**config.mk**
```make
export PLATFORM = sky130hd
export DESIGN_NAME = contador_salida
export DESIGN_NICKNAME = d
export VERILOG_FILES = /design/src/rtl/contador_salida.sv
export SDC_FILE = /design/constraint.sdc
export NUM_CORES = 1
export LEC_CHECK = 0
export CORE_ASPECT_RATIO = 0.9
export CORE_UTILIZATION = 44
export DETAILED_ROUTE_END_ITERATION = 16
export PLACE_DENSITY_LB_ADDON = 0.12
export SYNTH_ARGS = -nofsm -noshare
export SYNTH_HDL_FRONTEND = slang
export SYNTH_SLANG_ARGS = --single-unit
```
**constraint.sdc**
```tcl
create_clock -name clk -period 1.8 [get_ports clk]
set_input_delay 0.45 -clock clk [delete_from_list [all_inputs] [get_ports clk]]
set_output_delay 0.45 -clock clk [all_outputs]
set_load 0.005 [all_outputs]
```
**src/rtl/contador_salida.sv**
```systemverilog
// contador_salida: output-side pop monitor for the QoS interconnect.
// Keeps saturating word counters per destination (D0, D1) and per traffic
// class (VC0, VC1), and returns one selected counter through a req/valid
// handshake that is only honoured while the interconnect is idle.
module contador_salida #(
    parameter int unsigned BW = 6,
    parameter int unsigned CW = 5
) (
    input  logic          clk,
    input  logic          reset,
    input  logic          D0_rd,
    input  logic          D0_empty,
    input  logic [BW-1:0] D0_data_out,
    input  logic          D1_rd,
    input  logic          D1_empty,
    input  logic [BW-1:0] D1_data_out,
    input  logic          idle_in,
    input  logic          req,
    input  logic [1:0]    idx,
    input  logic          clear,
    output logic          valid,
    output logic [CW-1:0] data,
    output logic          sat_flag
);

    localparam logic [CW:0] MaxVal = {1'b0, {CW{1'b1}}};

    typedef enum logic {
        StWait,
        StResp
    } state_e;

    state_e        state_q, state_d;
    logic [CW-1:0] snap_q, snap_d;
    logic [CW-1:0] cnt_q [4];
    logic [CW-1:0] cnt_d [4];
    logic          sat_q, sat_d;

    logic          pop0, pop1;
    logic          cls0, cls1;
    logic [1:0]    inc [4];
    logic [CW:0]   sum [4];
    logic          sat_hit;

    // Only the class bit of the read data matters; the payload bits are
    // consumed here so they do not show up as dangling inputs.
    logic unused_payload;
    assign unused_payload = ^{D0_data_out[BW-2:0], D1_data_out[BW-2:0]};

    // Effective pops and per-counter increments (class counters can take 2).
    always_comb begin
        pop0   = D0_rd & ~D0_empty;
        pop1   = D1_rd & ~D1_empty;
        cls0   = D0_data_out[BW-1];
        cls1   = D1_data_out[BW-1];
        inc[0] = {1'b0, pop0};
        inc[1] = {1'b0, pop1};
        inc[2] = {1'b0, pop0 & ~cls0} + {1'b0, pop1 & ~cls1};
        inc[3] = {1'b0, pop0 & cls0} + {1'b0, pop1 & cls1};
    end

    // Saturating counter update; clear wins over any pop in the same cycle.
    always_comb begin
        sat_hit = 1'b0;
        for (int k = 0; k < 4; k++) begin
            sum[k] = {1'b0, cnt_q[k]} + {{(CW - 1){1'b0}}, inc[k]};
            if (sum[k] > MaxVal) begin
                cnt_d[k] = MaxVal[CW-1:0];
                sat_hit  = 1'b1;
            end else begin
                cnt_d[k] = sum[k][CW-1:0];
            end
        end
        sat_d = sat_q | sat_hit;
        if (clear) begin
            for (int k = 0; k < 4; k++) begin
                cnt_d[k] = '0;
            end
            sat_d = 1'b0;
        end
    end

    // Read handshake: accept in WAIT when idle, answer for one cycle in RESP.
    always_comb begin
        state_d = state_q;
        snap_d  = snap_q;
        unique case (state_q)
            StWait: begin
                if (req && idle_in) begin
                    snap_d  = cnt_q[idx];
                    state_d = StResp;
                end
            end
            StResp: begin
                state_d = StWait;
            end
            default: begin
                state_d = StWait;
            end
        endcase
    end

    // Outputs decode straight from registered state.
    always_comb begin
        valid    = (state_q == StResp);
        data     = snap_q;
        sat_flag = sat_q;
    end

    // State registers with synchronous reset.
    always_ff @(posedge clk) begin
        if (reset) begin
            state_q <= StWait;
            snap_q  <= '0;
            sat_q   <= 1'b0;
            for (int k = 0; k < 4; k++) begin
                cnt_q[k] <= '0;
            end
        end else begin
            state_q <= state_d;
            snap_q  <= snap_d;
            sat_q   <= sat_d;
            for (int k = 0; k < 4; k++) begin
                cnt_q[k] <= cnt_d[k];
            end
        end
    end

endmodule

```
==> metrics.md, run 1 <==
| Metric | Value |
|---|---|
| Power Dens Cells | `567 mW/mm2` |
| Setup crit start | `D1_empty` |
| Skew final | `0.00799 ns` |
| First-pass GRT wire length | `4500 um` |
| RePlAce Congestion | `0.795` |
| Cell Chain, Critical Path | `dlygate4sd2_1 > nor2b_4 > nand2_2 > fa_2 > nor2b_2 > nand4_1 > a41oi_2` |
| Area growth syn-to-layout | `30.4%` |
| P_leak | `0.000705 uW` |
| CP Buf/Inv Count | `1` |
| Largest net degree at the start of global routing | `17` |
| WP data arrival | `2.02 ns` |
| Yosys reg bits | `27` |
| 1st-pass router iterations | `4` |
| Initial antenna violation count | `0` |
| TritonCTS Buffers | `3` |
| Startpoint types | `input pin` |
| Clock transition at the registers of the reported paths | `about 0.15 ns` |
| Synthesis Warnings | `0` |
| Tot GR Track Use | `19.5%` |
| Synthesized area | `0.00132 mm2` |
| Critical path depth | `7` |
| Starting Density | `47.1%` |
| Min cycle time layout | `1.77 ns` |
| WP data required | `just over 2 ns` |
| Worst R2R Start | `cnt_q[3][0]$_SDFF_PP0_` |
| Worst Hold Depth | `2` |
| TNS Setup | `0 ns` |
| End of the critical path | `sat_flag$_SDFF_PP0_` |
| Worst min path class | `reg2reg` |
| Count leader, synth | `dfxtp_1` |
| Die width | `59.7 um` |
| Die Area | `between 0.003 and 0.004 mm2` |
| Core Rows | `18` |
| Post-synth ARST share | `0%` |
| CP delay by family, top | `simple AND/OR/NAND/NOR gates` |
| Synth cell count leaders | `27 x dfxtp_1, 13 x a21oi_1, 9 x nor2_1, 7 x inv_1` |
| Clock Latency Late Sink | `0.33 ns` |
| Residual DRC | `0` |
| Seq/Total Area, Yosys | `41.1%` |
| Avg Cell Area, Syn | `10.4 um2` |
| Post-synth EDFFs | `0` |
| Core ar. | `0.00279 mm2` |
| Top FF cell, synth | `dfxtp_1` |
| Finished Cell Area | `about 0.0017 mm2` |
| Gr ovfl total | `0` |
| Distinct cells, synth | `31` |
| Final ANT Viol Nets | `0` |
| Crit path max fanout | `5` |
| Worst path max stage delay | `0.37 ns` |
| Status | `finished, final reports clean` |
| Crit. End Element | `register` |
| Wirelength per Cell | `14.5 um` |
| Synth Net Count | `157` |
| Reg-to-Reg End | `sat_flag$_SDFF_PP0_` |
| Layout cell share with drive strength beyond 1 | `22.3%` |
| I/O Buffers | `19` |
| Peak VDD IR | `0.381 mV` |
| Synth area leaders | `dfxtp_1 41%, mux4_2 6.8%, ha_1 5.7%, a21oi_1 4.9%, mux2i_1 3.8%` |
| Hold violation total from the final report | `0` |
| Final Slew Violations | `0` |
| Worst path slowest cell | `fa_2` |
| H-tree Lvls | `1` |
| Nets | `189` |
| Num Clock Sinks | `27` |
| Fmax | `566 MHz` |
| Diode count | `0` |
| DRT iter0 DRCs | `51` |
| Routed vias/inst | `5.38` |
| Placed Instance Area | `around 0.0016 mm2` |
| Clk buf depth | `2` |
| Path depth of the worst reg2reg path | `5` |
| FILL cells | `267` |
| TritonCTS clock tree | `built` |
| Dpl hpwl | `approximately 2100 um` |
| Die Y | `53.9 um` |
| Number of global-route vias before repair | `roughly 1000` |
| Final Routed Wirelength | `2850 um` |
| # hold bufs at CTS | `0` |
| Leading area contributor after synthesis | `dfxtp_1` |
| Share of the synthesized area in the top cell type | `41.1%` |
| Setup Viol. Count Final | `0` |
| Max Cap Violations | `0` |
| CTS Root Cell | `clkbuf_4` |
| Slew at the pin closest to its max-slew limit | `about 0.63 ns` |
| Total number of vias | `1060` |
| Mapped Cells | `126` |
| Crit path kind | `in2reg` |
| Crit share post-route | `between 90 and 100%` |
| Setup slack, reg-to-reg | `~0.22 ns` |
| I/O pin cnt | `30` |
| Rel. slew slack | `about 58%` |
==> tightest hold or removal path, delay by kind of cell (launching register included) <==
| family | cells | cell delay (ns) |
|---|---|---|
| flip-flops | 1 | 0.36 |
| multiplexers | 1 | 0.07 |
| AND/OR/NAND/NOR | 1 | 0.07 |
==> through the flow <==
stage	worst slack [ns]	hold slack [ns]	util (%)	power (uW)	std cells
global placement	-0.584	0.475	57.5	709	192
floorplan	0.0307	0.463	-	666	126
detailed placement	-0.621	0.486	57.5	710	192
finish	0.0336	0.519	61.5	974	197
global route	-0.0398	0.551	61.5	1020	197
CTS	0.0396	0.519	60.1	976	197
==> repair_timing <==
action | in CTS | in global routing
setup buffers | 1 | 0
resized for setup | 17 | 8
setup endpoints to repair | 11 | 6
pin swaps | 6 | 4
==> layout make-up <==
class                   count  area (um2)  share of cell area (%)
clock buffers               4        26.3                    1.53
inverters                   7        26.3                    1.53
multi-input cells          88         793                    46.2
flip-flops and latches     27         541                    31.5
well taps                  40        50.0                    2.92
repair buffers             31         280                    16.3
==> per-layer routing <==
layer | up-vias | GRT usage [%] | share of wire (%)
met4 | 0 | 6.20 | 1.8
met3 | 7 | 4.33 | 3.9
met2 | 29 | 33.5 | 51
met1 | 513 | 24.3 | 43
li1 | 511 | - | -
met5 | - | 0 | 0
==> worst min-delay path by stage <==
stage,start,endpoint
3_5_place_dp,data[3]$_SDFFE_PP0P_,data[3]$_SDFFE_PP0P_
3_3_place_gp,data[1]$_SDFFE_PP0P_,data[1]$_SDFFE_PP0P_
2_1_floorplan,cnt_q[0][4]$_SDFF_PP0_,cnt_q[0][4]$_SDFF_PP0_
5_1_grt,data[4]$_SDFFE_PP0P_,data[4]$_SDFFE_PP0P_
6_report,data[3]$_SDFFE_PP0P_,data[3]$_SDFFE_PP0P_
4_1_cts,data[3]$_SDFFE_PP0P_,data[3]$_SDFFE_PP0P_
==> kinds of logic (layout without fill, tap and decap cells) <==
| family | Yosys count | after routing | share of synthesized area, % |
|---|---|---|---|
| and+or+nand+nor | 40 | 40 | 17.7 |
| buffers and inverters | 11 | 42 | 4.47 |
| muxes | 10 | 10 | 12.6 |
| DFF | 27 | 27 | 41.1 |
| xor gates and xnor gates | 7 | 7 | 4.66 |
| AOI/OAI and AO/OA | 23 | 23 | 10.7 |
| adders and majority gates | 8 | 8 | 8.75 |
==> sequential cells by signal, summed over array words and instances (netlist names) <==
register	count
cnt_q	20
data	5
sat_flag	1
valid	1
==> report_power, final <==
group | leakage [uW] | internal (uW) | total, uW | switching (uW)
clock network | 0.0000150 | 87.0 | 268 | 181
logic | 0.000472 | 56.3 | 98.6 | 42.3
registers | 0.000218 | 604 | 607 | 3.58
total | 0.000705 | 747 | 974 | 227
==> placed cells by master (no fill, tap or decap), types with 3 or more instances in the layout <==
master and instances:
ha_1 4, mux2i_1 5, clkdlybuf4s50_1 13, o21a_1 5
mux4_2 4, nor2b_4 3, nor3_1 4, xnor2_1 3
clkbuf_4 3, a21oi_1 12, inv_1 6, buf_4 12
nand3_1 6, dfxtp_1 27, nor2_1 9, dlygate4sd2_1 4
xor2_1 4
Note: power is estimated with default switching activity, not from simulation.
==> run 2, diff against run 1 <==
--- a/config.mk
+++ b/config.mk
@@ -7,7 +7,9 @@
 export LEC_CHECK = 0
 export CORE_ASPECT_RATIO = 0.9
 export CORE_UTILIZATION = 44
+export CTS_CLUSTER_SIZE = 25
 export DETAILED_ROUTE_END_ITERATION = 16
+export GPL_TIMING_DRIVEN = 0
 export PLACE_DENSITY_LB_ADDON = 0.12
 export SYNTH_ARGS = -nofsm -noshare
 export SYNTH_HDL_FRONTEND = slang
==> metrics.md, run 2 (synthesis gave the netlist of run 1 again) <==
| Metric | Value |
|---|---|
| Status | `finished, final reports clean` |
| Total power | `about 970 uW` |
| 1st-pass router iterations | `4` |
| Clock transition at the registers of the reported paths | `0.14 ns` |
| Gr ovfl total | `0` |
| Total number of vias | `1006` |
| Max Cap Violations | `0` |
| Routed vias/inst | `5.21` |
| Final ANT Viol Nets | `0` |
| Worst path max stage delay | `0.50 ns` |
| Reg-to-Reg End | `cnt_q[3][4]$_SDFF_PP0_` |
| DP Cell Count | `between 150 and 200` |
| Path depth of the worst reg2reg path | `7` |
| Starting Density | `47.1%` |
| TNS Setup | `0 ns` |
| Core Rows | `18` |
| Number of flip-flops in the largest register | `20` |
| Crit path max fanout | `2` |
| I/O pin cnt | `30` |
| Cell Chain, Critical Path | `clkdlybuf4s50_1 > nand2_2 > fa_2 > inv_1 > ha_1 > nand3_1 > xor2_1 > a21oi_1` |
| Commonest non-fill, non-tap cell in the layout | `dfxtp_1` |
| Most frequent cells in the layout | `27 x dfxtp_1, 12 x a21oi_1, 12 x clkdlybuf4s50_1, 9 x nor2_1, 7 x inv_1` |
| Hold violation total from the final report | `0` |
| CP delay by family, top | `buffers and inverters` |
| Power Dens Cells | `582 mW/mm2` |
| Diode count | `0` |
| Nets | `between 150 and 200` |
| Core ar. | `0.00279 mm2` |
| Worst Hold Depth | `2` |
| P_leak | `0.000681 uW` |
| Hold slack | `0.367 ns` |
| Crit. End Element | `register` |
| Peak VDD IR | `0.507 mV` |
| Layout cell share with drive strength beyond 1 | `20.3%` |
| DRT iter0 DRCs | `30` |
| Worst R2R Start | `cnt_q[3][0]$_SDFF_PP0_` |
| RePlAce Congestion | `0.779` |
| Clock Latency Late Sink | `0.33 ns` |
| Crit path kind | `in2reg` |
| H-tree Lvls | `1` |
| Setup slack, reg-to-reg | `0.30 ns` |
| CTS Root Cell | `clkbuf_4` |
| # hold bufs at CTS | `0` |
| First-pass GRT wire length | `~4300 um` |
| WP data arrival | `2.02 ns` |
| Largest net degree at the start of global routing | `15` |
| Wirelength per Cell | `approximately 13 um` |
| Dpl ws | `-0.687 ns` |
| Skew final | `around 0.0039 ns` |
| Area growth syn-to-layout | `26.4%` |
| Die Y | `53.9 um` |
| Number of global-route vias before repair | `931` |
| Fmax | `roughly 570 MHz` |
| TritonCTS clock tree | `built` |
| RSZ-0062 raised after global routing | `false` |
| Setup Viol. Count Final | `0` |
| Final Non-Filler Cells | `193` |
| Crit path setup slack, layout | `~0.05 ns` |
| Die Area | `0.00321 mm2` |
| Reg with most FFs | `cnt_q` |
| Crit share post-route | `97.3%` |
| Tot GR Track Use | `18.5%` |
| Min cycle time layout | `1.75 ns` |
| Die width | `59.7 um` |
| Hold Path Sink | `valid$_SDFF_PP0_` |
| Hold Startpoint | `reset` |
| Initial antenna violation count | `0` |
| Slew at the pin closest to its max-slew limit | `0.386 ns` |
| I/O Buffers | `17` |
| Clk buf depth | `2` |
| Startpoint types | `input pin` |
| Final Slew Violations | `0` |
| Residual DRC | `0` |
| Final Routed Wirelength | `roughly 2600 um` |
| CP Buf/Inv Count | `2` |
| Dpl hpwl | `2030 um` |
| TritonCTS Buffers | `3` |
| Worst min path class | `in2reg` |
| Critical path depth | `8` |
| Worst path slowest cell | `clkdlybuf4s50_1` |
| Rel. slew slack | `74.2%` |
| WP data required | `2.07 ns` |
| Num Clock Sinks | `27` |
[run 2: final cells by class]
type                    count  area [um2]
well taps                  40        50.0
flip-flops and latches     27         541
clock buffers               4        26.3
inverters                   7        26.3
multi-input cells          88         776
repair buffers             23         213
plain buffers               4        32.5
fillers                   262        1130
[run 2: power breakdown]
| group | internal (uW) | leakage [uW] | switching, uW |
|---|---|---|---|
| Clock | 87.0 | 0.0000150 | 180 |
| Sequential | 604 | 0.000218 | 3.27 |
| Combinational | 53.1 | 0.000448 | 41.4 |
| Total | 744 | 0.000681 | 224 |
[run 2: worst max-delay path by stage]
stage	startpoint	end	slack, ns
global route	D1_data_out[5]	cnt_q[2][4]$_SDFF_PP0_	0.002
global placement	D0_rd	sat_flag$_SDFF_PP0_	-0.69
detailed placement	D0_rd	sat_flag$_SDFF_PP0_	-0.69
CTS	D1_data_out[5]	cnt_q[2][2]$_SDFF_PP0_	0.02
floorplan	D0_rd	sat_flag$_SDFF_PP0_	0.03
finish	D1_data_out[5]	cnt_q[3][4]$_SDFF_PP0_	0.05
[run 2: through the flow]
step	cell area, um2	utilization, %
floorplan	1320	-
global placement	1540	55.0
detailed placement	1540	55.0
CTS	1630	58.5
global route	1660	59.6
finish	1660	59.6
[run 2: layer usage]
metal  up-vias  GRT usage, %  routed length (um)
met4         0          3.49                  12
met5         -             0                   0
met1       482          21.6                1160
li1        504             -                   -
met3         2          5.05                  97
met2        18          34.3                1330
[run 2: what timing repair did]
| action | in CTS | in global routing |
|---|---|---|
| buffers inserted | 5 | 1 |
| pin swaps | 8 | 2 |
| resized for setup | 15 | 5 |
| setup endpoints to repair | 12 | 5 |
==> edit, RTL diff (flow settings as in run 2) <==
`CW`: 5 -> 10.
--- a/src/rtl/contador_salida.sv
+++ b/src/rtl/contador_salida.sv
@@ -6,3 +6,3 @@
     parameter int unsigned BW = 6,
-    parameter int unsigned CW = 5
+    parameter int unsigned CW = 10
 ) (
Ports: changed (resized data); port bits go from 30 to 35. No check against the original RTL was run, so the function may have changed too.
==> edit against run 2 <==
The run now ends with negative setup slack left; routed wire length increased by 140%; sequential cell count rose by 25; design area increased by 96%; clock skew about the same; clock power rose to 2.7 times the old value; worst hold slack better by 0.091 ns; critical endpoint is now cnt_q[2][7]; fmax shrank 4.5%; worst setup slack worse by 0.082 ns; power is 110% higher; largest power group unchanged; synthesized area grew 96%.
==> edit: results (changes against run 2) <==
- The worst slack at placement is -0.9487 ns (-0.2618 ns).
- The wire length on met2 came to 2790 um (+110%).
- The fraction of power spent switching nets was 23.24% (+0.065 points).
- The slack of the worst reg-to-reg path is 0.03 ns (-0.27 ns).
- The least setup slack across all paths after layout is -0.03289 ns (-0.08238 ns).
- The highest net fanout along the worst path was 4 (+2).
- The setup violation total in the final timing report is 3 (+3).
- The number of distinct library cells after synthesis is 44 (+42%).
- The worst clock skew came to 0.004300 ns (+0.0004473 ns).
- The area share of fa/ha/maj cells after synthesis is 4.455% (-4.3 points).
- The number of cells on the worst reg-to-reg path is 5 (-2).
- The wire length of the first global-routing pass is 9936 um (+130%).
- The startpoint identified for the worst register-to-register timing path is cnt_q[2][0].
- The startpoint of the most critical hold path is data[2].
- The routing usage on met2 is 35.70% (+1.4 points).
- The layout net count is 348 (+88%).
- The flip-flop count of the largest register, all copies and words added is 40 (+100%).
- The final reports fail on negative setup slack.
- The starting DRC count in detailed routing was 82 (+170%).
- The internal power summed over all cells is 1.536 mW (+110%).
- The worst-case vdd ir drop is 324.0 uV (-36%).
- The register clock-pin slew on the reported worst setup and hold paths is 0.09 ns (-0.05 ns).
- The run finished, with violations left.
- For hold timing, the worst endpoint is data[2].
- The met3 wire length is 309 um (+220%).
[edit: cell type report]
class | instances | area, um^2
buffer | 13 | 67.56
tap | 70 | 87.58
sequential | 52 | 1041
fill | 533 | 2399
clock buffer | 8 | 90.09
inverter | 17 | 63.81
timing repair buffer | 32 | 324.1
multi-input combinational | 196 | 1588
[edit: worst max-delay path by stage]
| stage | startpoint | endpoint | depth (start not counted) |
|---|---|---|---|
| after CTS | D0_empty | cnt_q[2][6] | 10 |
| after floorplan | D1_rd | sat_flag | 8 |
| after detailed placement | D0_rd | sat_flag | 9 |
| final | D0_empty | cnt_q[2][7] | 8 |
| after global placement | D1_rd | sat_flag | 9 |
| after global routing | D0_rd | cnt_q[2][6] | 10 |
[edit: through the flow]
step / instances / utilization [%]
finish: 388 / 57.63
global route: 388 / 57.63
CTS: 384 / 56.08
detailed placement: 370 / 52.19
global placement: 370 / 52.19
floorplan: 278 / -
